### src/rtl/calc_pkg.sv
// Shared types for the multi-port calculator engine: command/response encodings,
// capture FSM states and the queued request entry.
package calc_pkg;

  localparam int unsigned CmdW     = 4;
  localparam int unsigned MaxDataW = 64;
  localparam int unsigned MaxTagW  = 8;

  typedef enum logic [CmdW-1:0] {
    CmdNop = 4'd0,
    CmdAdd = 4'd1,
    CmdSub = 4'd2,
    CmdShl = 4'd5,
    CmdShr = 4'd6
  } cmd_e;

  typedef enum logic [1:0] {
    RespNone = 2'd0,
    RespOk   = 2'd1,
    RespErr  = 2'd2
  } resp_e;

  typedef enum logic {
    StIdle = 1'b0,
    StOp2  = 1'b1
  } cap_state_e;

  // Sized for the widest legal configuration; the engine zero-extends into it.
  typedef struct packed {
    logic [CmdW-1:0]     cmd;
    logic [MaxTagW-1:0]  tag;
    logic [MaxDataW-1:0] op1;
    logic [MaxDataW-1:0] op2;
  } req_entry_t;

endpackage

### src/rtl/calc_port_fifo.sv
// Per-port synchronous request queue with occupancy count.
// The producer never pushes while full, so push is not guarded here.
module calc_port_fifo #(
  parameter int unsigned Width = 8,
  parameter int unsigned Depth = 4
) (
  input  logic                   clk_i,
  input  logic                   rst_ni,
  input  logic                   push_i,
  input  logic [Width-1:0]       wdata_i,
  input  logic                   pop_i,
  output logic [Width-1:0]       rdata_o,
  output logic                   empty_o,
  output logic [$clog2(Depth):0] count_o
);

  localparam int unsigned PtrW = $clog2(Depth);

  logic [Width-1:0] mem_q [Depth];
  logic [PtrW-1:0]  wptr_q, rptr_q;
  logic [PtrW:0]    count_q, count_d;
  logic             pop_ok;

  always_comb begin
    pop_ok  = pop_i && (count_q != '0);
    count_d = count_q;
    if (push_i && !pop_ok) begin
      count_d = count_q + 1'b1;
    end else if (!push_i && pop_ok) begin
      count_d = count_q - 1'b1;
    end
  end

  always_ff @(posedge clk_i or negedge rst_ni) begin
    if (!rst_ni) begin
      wptr_q  <= '0;
      rptr_q  <= '0;
      count_q <= '0;
    end else begin
      count_q <= count_d;
      if (push_i) wptr_q <= wptr_q + 1'b1;
      if (pop_ok) rptr_q <= rptr_q + 1'b1;
    end
  end

  always_ff @(posedge clk_i) begin
    if (push_i) mem_q[wptr_q] <= wdata_i;
  end

  assign rdata_o = mem_q[rptr_q];
  assign empty_o = (count_q == '0);
  assign count_o = count_q;

endmodule

### src/rtl/calc_nport_engine.sv
// N-port calculator: per-port two-cycle command capture into a queue, round-robin
// arbitration, then a grant / ALU / response pipeline back to the originating port.
module calc_nport_engine
  import calc_pkg::*;
#(
  parameter int unsigned NUM_PORTS  = 4,
  parameter int unsigned DATA_W     = 32,
  parameter int unsigned TAG_W      = 2,
  parameter int unsigned FIFO_DEPTH = 4
) (
  input  logic                                ifClk,
  input  logic                                ifRst,
  input  logic [NUM_PORTS-1:0][CmdW-1:0]      ifReq_cmd_in,
  input  logic [NUM_PORTS-1:0][DATA_W-1:0]    ifReq_data_in,
  input  logic [NUM_PORTS-1:0][TAG_W-1:0]     ifReq_tag_in,
  output logic [NUM_PORTS-1:0]                ifReq_ready,
  output logic [NUM_PORTS-1:0][1:0]           ifResp_out,
  output logic [NUM_PORTS-1:0][DATA_W-1:0]    ifData_out,
  output logic [NUM_PORTS-1:0][TAG_W-1:0]     ifTag_out
);

  localparam int unsigned PortW  = (NUM_PORTS > 1) ? $clog2(NUM_PORTS) : 1;
  localparam int unsigned ShW    = $clog2(DATA_W);
  localparam int unsigned CntW   = $clog2(FIFO_DEPTH) + 1;
  localparam int unsigned EntryW = $bits(req_entry_t);

  cap_state_e [NUM_PORTS-1:0]              state_q, state_d;
  logic       [NUM_PORTS-1:0][CmdW-1:0]    cmd_q;
  logic       [NUM_PORTS-1:0][TAG_W-1:0]   tag_q;
  logic       [NUM_PORTS-1:0][DATA_W-1:0]  op1_q;
  logic       [NUM_PORTS-1:0]              accept, push, pop, fifo_empty;
  logic       [NUM_PORTS-1:0][CntW-1:0]    fifo_cnt;
  req_entry_t [NUM_PORTS-1:0]              push_entry, fifo_rdata;

  logic             grant_valid;
  logic [PortW-1:0] grant_idx, rr_ptr_q, rr_ptr_d;

  logic             s1_valid_q, s2_valid_q;
  logic [PortW-1:0] s1_port_q, s2_port_q;
  req_entry_t       s1_entry_q;
  resp_e            s2_resp_q, alu_resp;
  logic [DATA_W-1:0] s2_data_q, alu_a, alu_b, alu_data;
  logic [TAG_W-1:0] s2_tag_q;
  logic [DATA_W:0]  alu_sum;
  logic [ShW-1:0]   alu_sh;
  logic             unused_entry;

  // Capture FSM: state register
  always_ff @(posedge ifClk or negedge ifRst) begin
    if (!ifRst) begin
      for (int p = 0; p < NUM_PORTS; p++) state_q[p] <= StIdle;
    end else begin
      state_q <= state_d;
    end
  end

  // Capture FSM: next state
  always_comb begin
    state_d = state_q;
    for (int p = 0; p < NUM_PORTS; p++) begin
      unique case (state_q[p])
        StIdle:  if (accept[p]) state_d[p] = StOp2;
        StOp2:   state_d[p] = StIdle;
        default: state_d[p] = StIdle;
      endcase
    end
  end

  // Capture FSM: outputs; op2 is taken straight from the bus in the push cycle
  always_comb begin
    for (int p = 0; p < NUM_PORTS; p++) begin
      ifReq_ready[p] = (state_q[p] == StIdle) && (fifo_cnt[p] < CntW'(FIFO_DEPTH));
      accept[p]      = ifReq_ready[p] && (ifReq_cmd_in[p] != CmdNop);
      push[p]        = (state_q[p] == StOp2);
      push_entry[p]  = '{cmd: cmd_q[p],
                         tag: MaxTagW'(tag_q[p]),
                         op1: MaxDataW'(op1_q[p]),
                         op2: MaxDataW'(ifReq_data_in[p])};
    end
  end

  always_ff @(posedge ifClk or negedge ifRst) begin
    if (!ifRst) begin
      cmd_q <= '0;
      tag_q <= '0;
      op1_q <= '0;
    end else begin
      for (int p = 0; p < NUM_PORTS; p++) begin
        if (accept[p]) begin
          cmd_q[p] <= ifReq_cmd_in[p];
          tag_q[p] <= ifReq_tag_in[p];
          op1_q[p] <= ifReq_data_in[p];
        end
      end
    end
  end

  for (genvar p = 0; p < NUM_PORTS; p++) begin : g_port
    calc_port_fifo #(
      .Width (EntryW),
      .Depth (FIFO_DEPTH)
    ) u_fifo (
      .clk_i   (ifClk),
      .rst_ni  (ifRst),
      .push_i  (push[p]),
      .wdata_i (push_entry[p]),
      .pop_i   (pop[p]),
      .rdata_o (fifo_rdata[p]),
      .empty_o (fifo_empty[p]),
      .count_o (fifo_cnt[p])
    );
  end

  // Round-robin: first non-empty queue at or after the pointer
  always_comb begin
    int unsigned idx;
    idx         = 0;
    grant_valid = 1'b0;
    grant_idx   = rr_ptr_q;
    for (int unsigned i = 0; i < NUM_PORTS; i++) begin
      idx = (32'(rr_ptr_q) + i) % NUM_PORTS;
      if (!grant_valid && !fifo_empty[idx]) begin
        grant_valid = 1'b1;
        grant_idx   = PortW'(idx);
      end
    end
    rr_ptr_d = rr_ptr_q;
    if (grant_valid) begin
      rr_ptr_d = (32'(grant_idx) == NUM_PORTS - 1) ? '0 : grant_idx + 1'b1;
    end
    for (int p = 0; p < NUM_PORTS; p++) begin
      pop[p] = grant_valid && (grant_idx == PortW'(p));
    end
  end

  always_comb begin
    alu_a    = s1_entry_q.op1[DATA_W-1:0];
    alu_b    = s1_entry_q.op2[DATA_W-1:0];
    alu_sh   = alu_b[ShW-1:0];
    alu_sum  = {1'b0, alu_a} + {1'b0, alu_b};
    alu_resp = RespOk;
    alu_data = '0;
    case (cmd_e'(s1_entry_q.cmd))
      CmdAdd: begin
        if (alu_sum[DATA_W]) alu_resp = RespErr;
        else                 alu_data = alu_sum[DATA_W-1:0];
      end
      CmdSub: begin
        if (alu_b > alu_a) alu_resp = RespErr;
        else               alu_data = alu_a - alu_b;
      end
      CmdShl:  alu_data = alu_a << alu_sh;
      CmdShr:  alu_data = alu_a >> alu_sh;
      default: alu_resp = RespErr;
    endcase
  end

  // Upper entry bits beyond DATA_W/TAG_W are zero padding
  assign unused_entry = ^s1_entry_q;

  always_ff @(posedge ifClk or negedge ifRst) begin
    if (!ifRst) begin
      rr_ptr_q   <= '0;
      s1_valid_q <= 1'b0;
      s1_port_q  <= '0;
      s1_entry_q <= '0;
      s2_valid_q <= 1'b0;
      s2_port_q  <= '0;
      s2_resp_q  <= RespNone;
      s2_data_q  <= '0;
      s2_tag_q   <= '0;
    end else begin
      rr_ptr_q   <= rr_ptr_d;
      s1_valid_q <= grant_valid;
      s1_port_q  <= grant_idx;
      s1_entry_q <= fifo_rdata[grant_idx];
      s2_valid_q <= s1_valid_q;
      s2_port_q  <= s1_port_q;
      s2_resp_q  <= alu_resp;
      s2_data_q  <= alu_data;
      s2_tag_q   <= s1_entry_q.tag[TAG_W-1:0];
    end
  end

  always_comb begin
    for (int p = 0; p < NUM_PORTS; p++) begin
      ifResp_out[p] = RespNone;
      ifData_out[p] = '0;
      ifTag_out[p]  = '0;
      if (s2_valid_q && (s2_port_q == PortW'(p))) begin
        ifResp_out[p] = s2_resp_q;
        ifData_out[p] = s2_data_q;
        ifTag_out[p]  = s2_tag_q;
      end
    end
  end

endmodule
### config.mk
export PLATFORM = sky130hd
export DESIGN_NAME = calc_nport_engine
export DESIGN_NICKNAME = d
export VERILOG_FILES = /design/src/rtl/calc_pkg.sv /design/src/rtl/calc_port_fifo.sv /design/src/rtl/calc_nport_engine.sv
export SDC_FILE = /design/constraint.sdc
export NUM_CORES = 2
export LEC_CHECK = 0
export CAP_MARGIN = 20
export CORE_AREA = 4 4 399 401
export DETAILED_ROUTE_END_ITERATION = 12
export DIE_AREA = 0 0 403 405
export MAX_ROUTING_LAYER = met4
export PLACE_DENSITY_LB_ADDON = 0.12
export SLEW_MARGIN = 20
export SYNTH_ARGS = -nofsm -noshare
export SYNTH_HDL_FRONTEND = slang
export SYNTH_SLANG_ARGS = --single-unit
### constraint.sdc
create_clock -name ifClk -period 9.4 [get_ports ifClk]
set_input_delay 1.88 -clock ifClk [delete_from_list [all_inputs] [get_ports ifClk]]
set_output_delay 1.88 -clock ifClk [all_outputs]
set_load 0.02 [all_outputs]
==> reports/qor.yml <==
outcome:
  outcome: "complete, no violations"
global_routing:
  grt_max_degree: 115
  grt_overflow_total: 0
  grt_usage_pct: 22.0
  first_global_vias: 34400
  grt_pass1_wl_mm: 253
  antenna_found_initial: 28
setup_path:
  arrival_ns: 2.81
  crit_type: "flop to output port"
  max_stage_delay_ns: 0.62
  crit_buf_inv: 2
  crit_slowest_cell: "clkdlybuf4s50_1"
  worstPathMaxFanout: 34
  critPathLaunchType: "flop"
  worstSetupEndpointType: "output port"
  crit_required_ns: 7.52
  cp_top_family: "buffers and inverters"
  crit_chain: "nor3b_2 > buf_4 > and2_1 > clkdlybuf4s50_1"
sta:
  final_period_minus_worst_setup_slack_ns: 4.69
  worst_hold_slack_ns: 0.350
  tightestPinTransition_ns: 1.02
  finalSetupViolations: 0
  maxSlewViolCount: 0
  post-route-period-util_pct: 49.9
  final_hold_viol_count: 0
  rsz0062_at_grt: "false"
  slew-limit-headroom_pct: 31.8
  tns_ns: 0
  max_freq_mhz: 213
  skew_ns: 0.0356
floorplanning:
  core_area_um2: 156000
  die_w_um: 403
  dieArea_um2: 163000
  start_util_pct: 38.9
  fp-row-count: 145
  die_height_um: 405
  pin_count: 302
cells_and_area:
  seq_area_um2: 41100
  nFillCells: 13700
  drive_above_1_share_pct: 20.6
  multiInputGateArea_um2: 18400
  syn_to_final_growth_pct: 17.4
  fin_nets: 4224
route:
  detail_route.first_pass.iterations: 6
  finalWirelength_mm: 175
  wl_per_cell_um: 28.4
  via_count: 34200
  drc_errors: 0
  drtIter0Drc: 2989
  routed_via_density: 5.54
  ant_nets: 0
clocking:
  hold_buffers: 0
  cts_buffer_depth: 3
  insertion_delay_ns: 0.78
  post_cts_resized: 0
  clock-sinks: 1418
  path_clk_slew_ns: 0.06
  clockRootBuffer: "clkbuf_16"
  cts_tree: "built"
  htree_num_levels: 4
  cts_buffers: 152
  post_cts_buffers: 0
place:
  hpwlAfterDp_mm: 117
  io_buffers: 301
  gp_congestion: 0.961
power:
  p_seq_share_pct: 37.1
  max-vdd-ir-drop_mv: 0.259
  powerDensity_nw_per_um2: 399
  power_frac_comb_pct: 41.7
  p_leak_nw: 24.5
  p_int_mw: 17.1
  p_switching_mw: 11.2
  swShare_pct: 39.6
  clkPwrFrac_pct: 21.1
yosys:
  synth_edf_count: 1120
  synth-seq-cells: 1418
  synth_cells: 3670
  postSynth.asyncResetShare_pct: 21.0
  synth.top_cell.area_share_pct: 55.6
  yosysWarnings: 0
  synth_area_leaders: "edfxtp_1 (56%), dfrtp_1 (12%), mux4_2 (11%), mux2_2 (3.0%), and2_1 (2.4%)"
  synth.distinct_cells: 85
  synthesis.nets: 3917
  netlist_area_um2: 60500
  synth.avg_cell_area_um2: 16.5
  yosysSeqAreaShare_pct: 67.9
  synth-main-ff-cell: "edfxtp_1"
  synth_top_area_cell: "edfxtp_1"
job:
  cap_violations: 0
worst_hold_path:
  worst_hold_path_type: "flop to flop"
[synthesized netlist by cell type, drive strengths merged, types with 12 or more instances]
master and count:
and2 232, o31ai 14, clkbuf 179, ha 87, a211oi 85, xor2 13, o221ai 17, a21oi 104
edfxtp 1120, mux4 303, o211ai 22, nand2b 29, buf 35, o21ai 108, nor3 37, inv 89
a31oi 89, nand3 20, a221o 15, nor2 133, o22ai 17, dfrtp 298, nand2 212, mux2i 51
a21o 22, mux2 159, a221oi 12, nor2b 13, or2 14
[worst register-to-register path, stage by stage (launching register included)]
cell	delay [ns]
dfrtp_1	0.36
buf_4	0.28
inv_1	0.12
buf_4	0.53
ha_1	0.37
nor2_1	0.07
a2111o_1	0.45
a31oi_2	0.32
a211o_1	0.29
a21oi_2	0.15
o21ai_4	0.27
nand2_2	0.45
o221a_2	0.48
o221ai_1	0.18
[layout make-up]
type	instances	share of cell area [%]
Inverter	91	0.488
Timing Repair Buffer	367	4.98
Clock buffer	221	6.13
Clock inverter	59	0.903
Antenna cell	19	0.0669
Tap cell	2058	3.62
Multi-Input combinational cell	1947	25.9
Sequential cell	1418	57.9
[state kept, by name (all words and copies together) (netlist names), 4 cells and up]
register               cells
cmd_q                     16
g_port.u_fifo.count_o     12
s1_entry_q                 6
g_port.u_fifo.wptr_q       8
alu_a                     32
alu_b                     32
s2_data_q                 32
g_port.u_fifo.rptr_q       8
push_entry                 8
op1_q                    128
g_port.u_fifo.mem_q     1120
push                       4
[final timing paths]
kind	start	end	slack (ns)	depth (start not counted)
worst min register to register	s1_port_q[1]	s2_port_q[1]	0.35	0
worst max register to register	alu_b[2]	s2_data_q[18]	5.00	13
min in group asynchronous	ifRst	op1_q[5]	1.06	1
max in group asynchronous	ifRst	cmd_q[6]	6.94	2
worst max-delay path	s2_port_q[1]	ifResp_out[0]	4.71	4
worst min-delay path	s1_port_q[1]	s2_port_q[1]	0.35	0
[per-layer routing]
| metal | share of wire [%] | GRT usage, % | wire length (um) |
|---|---|---|---|
| met1 | 44 | 30.3 | 77200 |
| met2 | 48 | 34.3 | 83300 |
| met3 | 6.2 | 4.36 | 10800 |
| met4 | 2.2 | 4.88 | 3860 |
| met5 | 0 | - | 0 |
[power groups by stage]
stage	clock, mW	combinational, mW	sequential, mW
final	5.98	11.8	10.5
after global routing	6.39	12.7	10.8
after floorplan	0	7.73	9.81
after CTS	6.12	12.0	10.6
after detailed placement	0	11.9	10.7
after global placement	0	12.0	10.6
[per-stage QoR]
stage          util (%)  setup WS [ns]  cell area (um^2)  instances  power, mW
6_report           45.6           4.71             71000       6180       28.3
3_5_place_dp       42.4           5.04             66000       5881       22.6
4_1_cts            45.6           4.65             71000       6161       28.7
5_1_grt            45.6           4.56             71000       6175       29.8
2_1_floorplan         -           5.64             60500       3670       17.5
3_3_place_gp       42.4           5.04             66000       5881       22.6
[kinds of logic after synthesis]
logic type	share of synthesized area [%]
DFF	67.9
muxes	15.1
AOI/OAI and AO/OA	6.62
and+or+nand+nor	6.08
buffers and inverters	1.96
adders and majority gates	2.00
xor gates and xnor gates	0.347
[placed cells by master (no fill, tap or decap), types with 15 or more instances in the layout]
master / synthesis / layout
o22ai_1: 17 / 16
a31oi_1: 88 / 88
inv_1: 88 / 88
clkdlybuf4s50_1: 0 / 300
a21oi_1: 101 / 100
and2_4: 0 / 16
diode_2: 0 / 19
and2_1: 231 / 215
a21o_1: 22 / 22
a211oi_1: 85 / 73
nor3_1: 36 / 29
ha_1: 87 / 87
mux2i_1: 51 / 51
mux4_2: 303 / 303
clkbuf_1: 178 / 44
o221ai_1: 16 / 16
nand2_1: 211 / 211
clkbuf_16: 0 / 156
clkinv_1: 2 / 17
clkinv_2: 0 / 15
edfxtp_1: 1120 / 1120
o211ai_1: 22 / 22
nand3_1: 20 / 20
nor2_1: 131 / 129
buf_4: 2 / 64
clkbuf_8: 0 / 21
a221o_1: 15 / 15
nand2b_1: 28 / 28
mux2_2: 159 / 159
dfrtp_1: 298 / 287
o21ai_0: 100 / 100
Power figures use the tool's default switching activity.
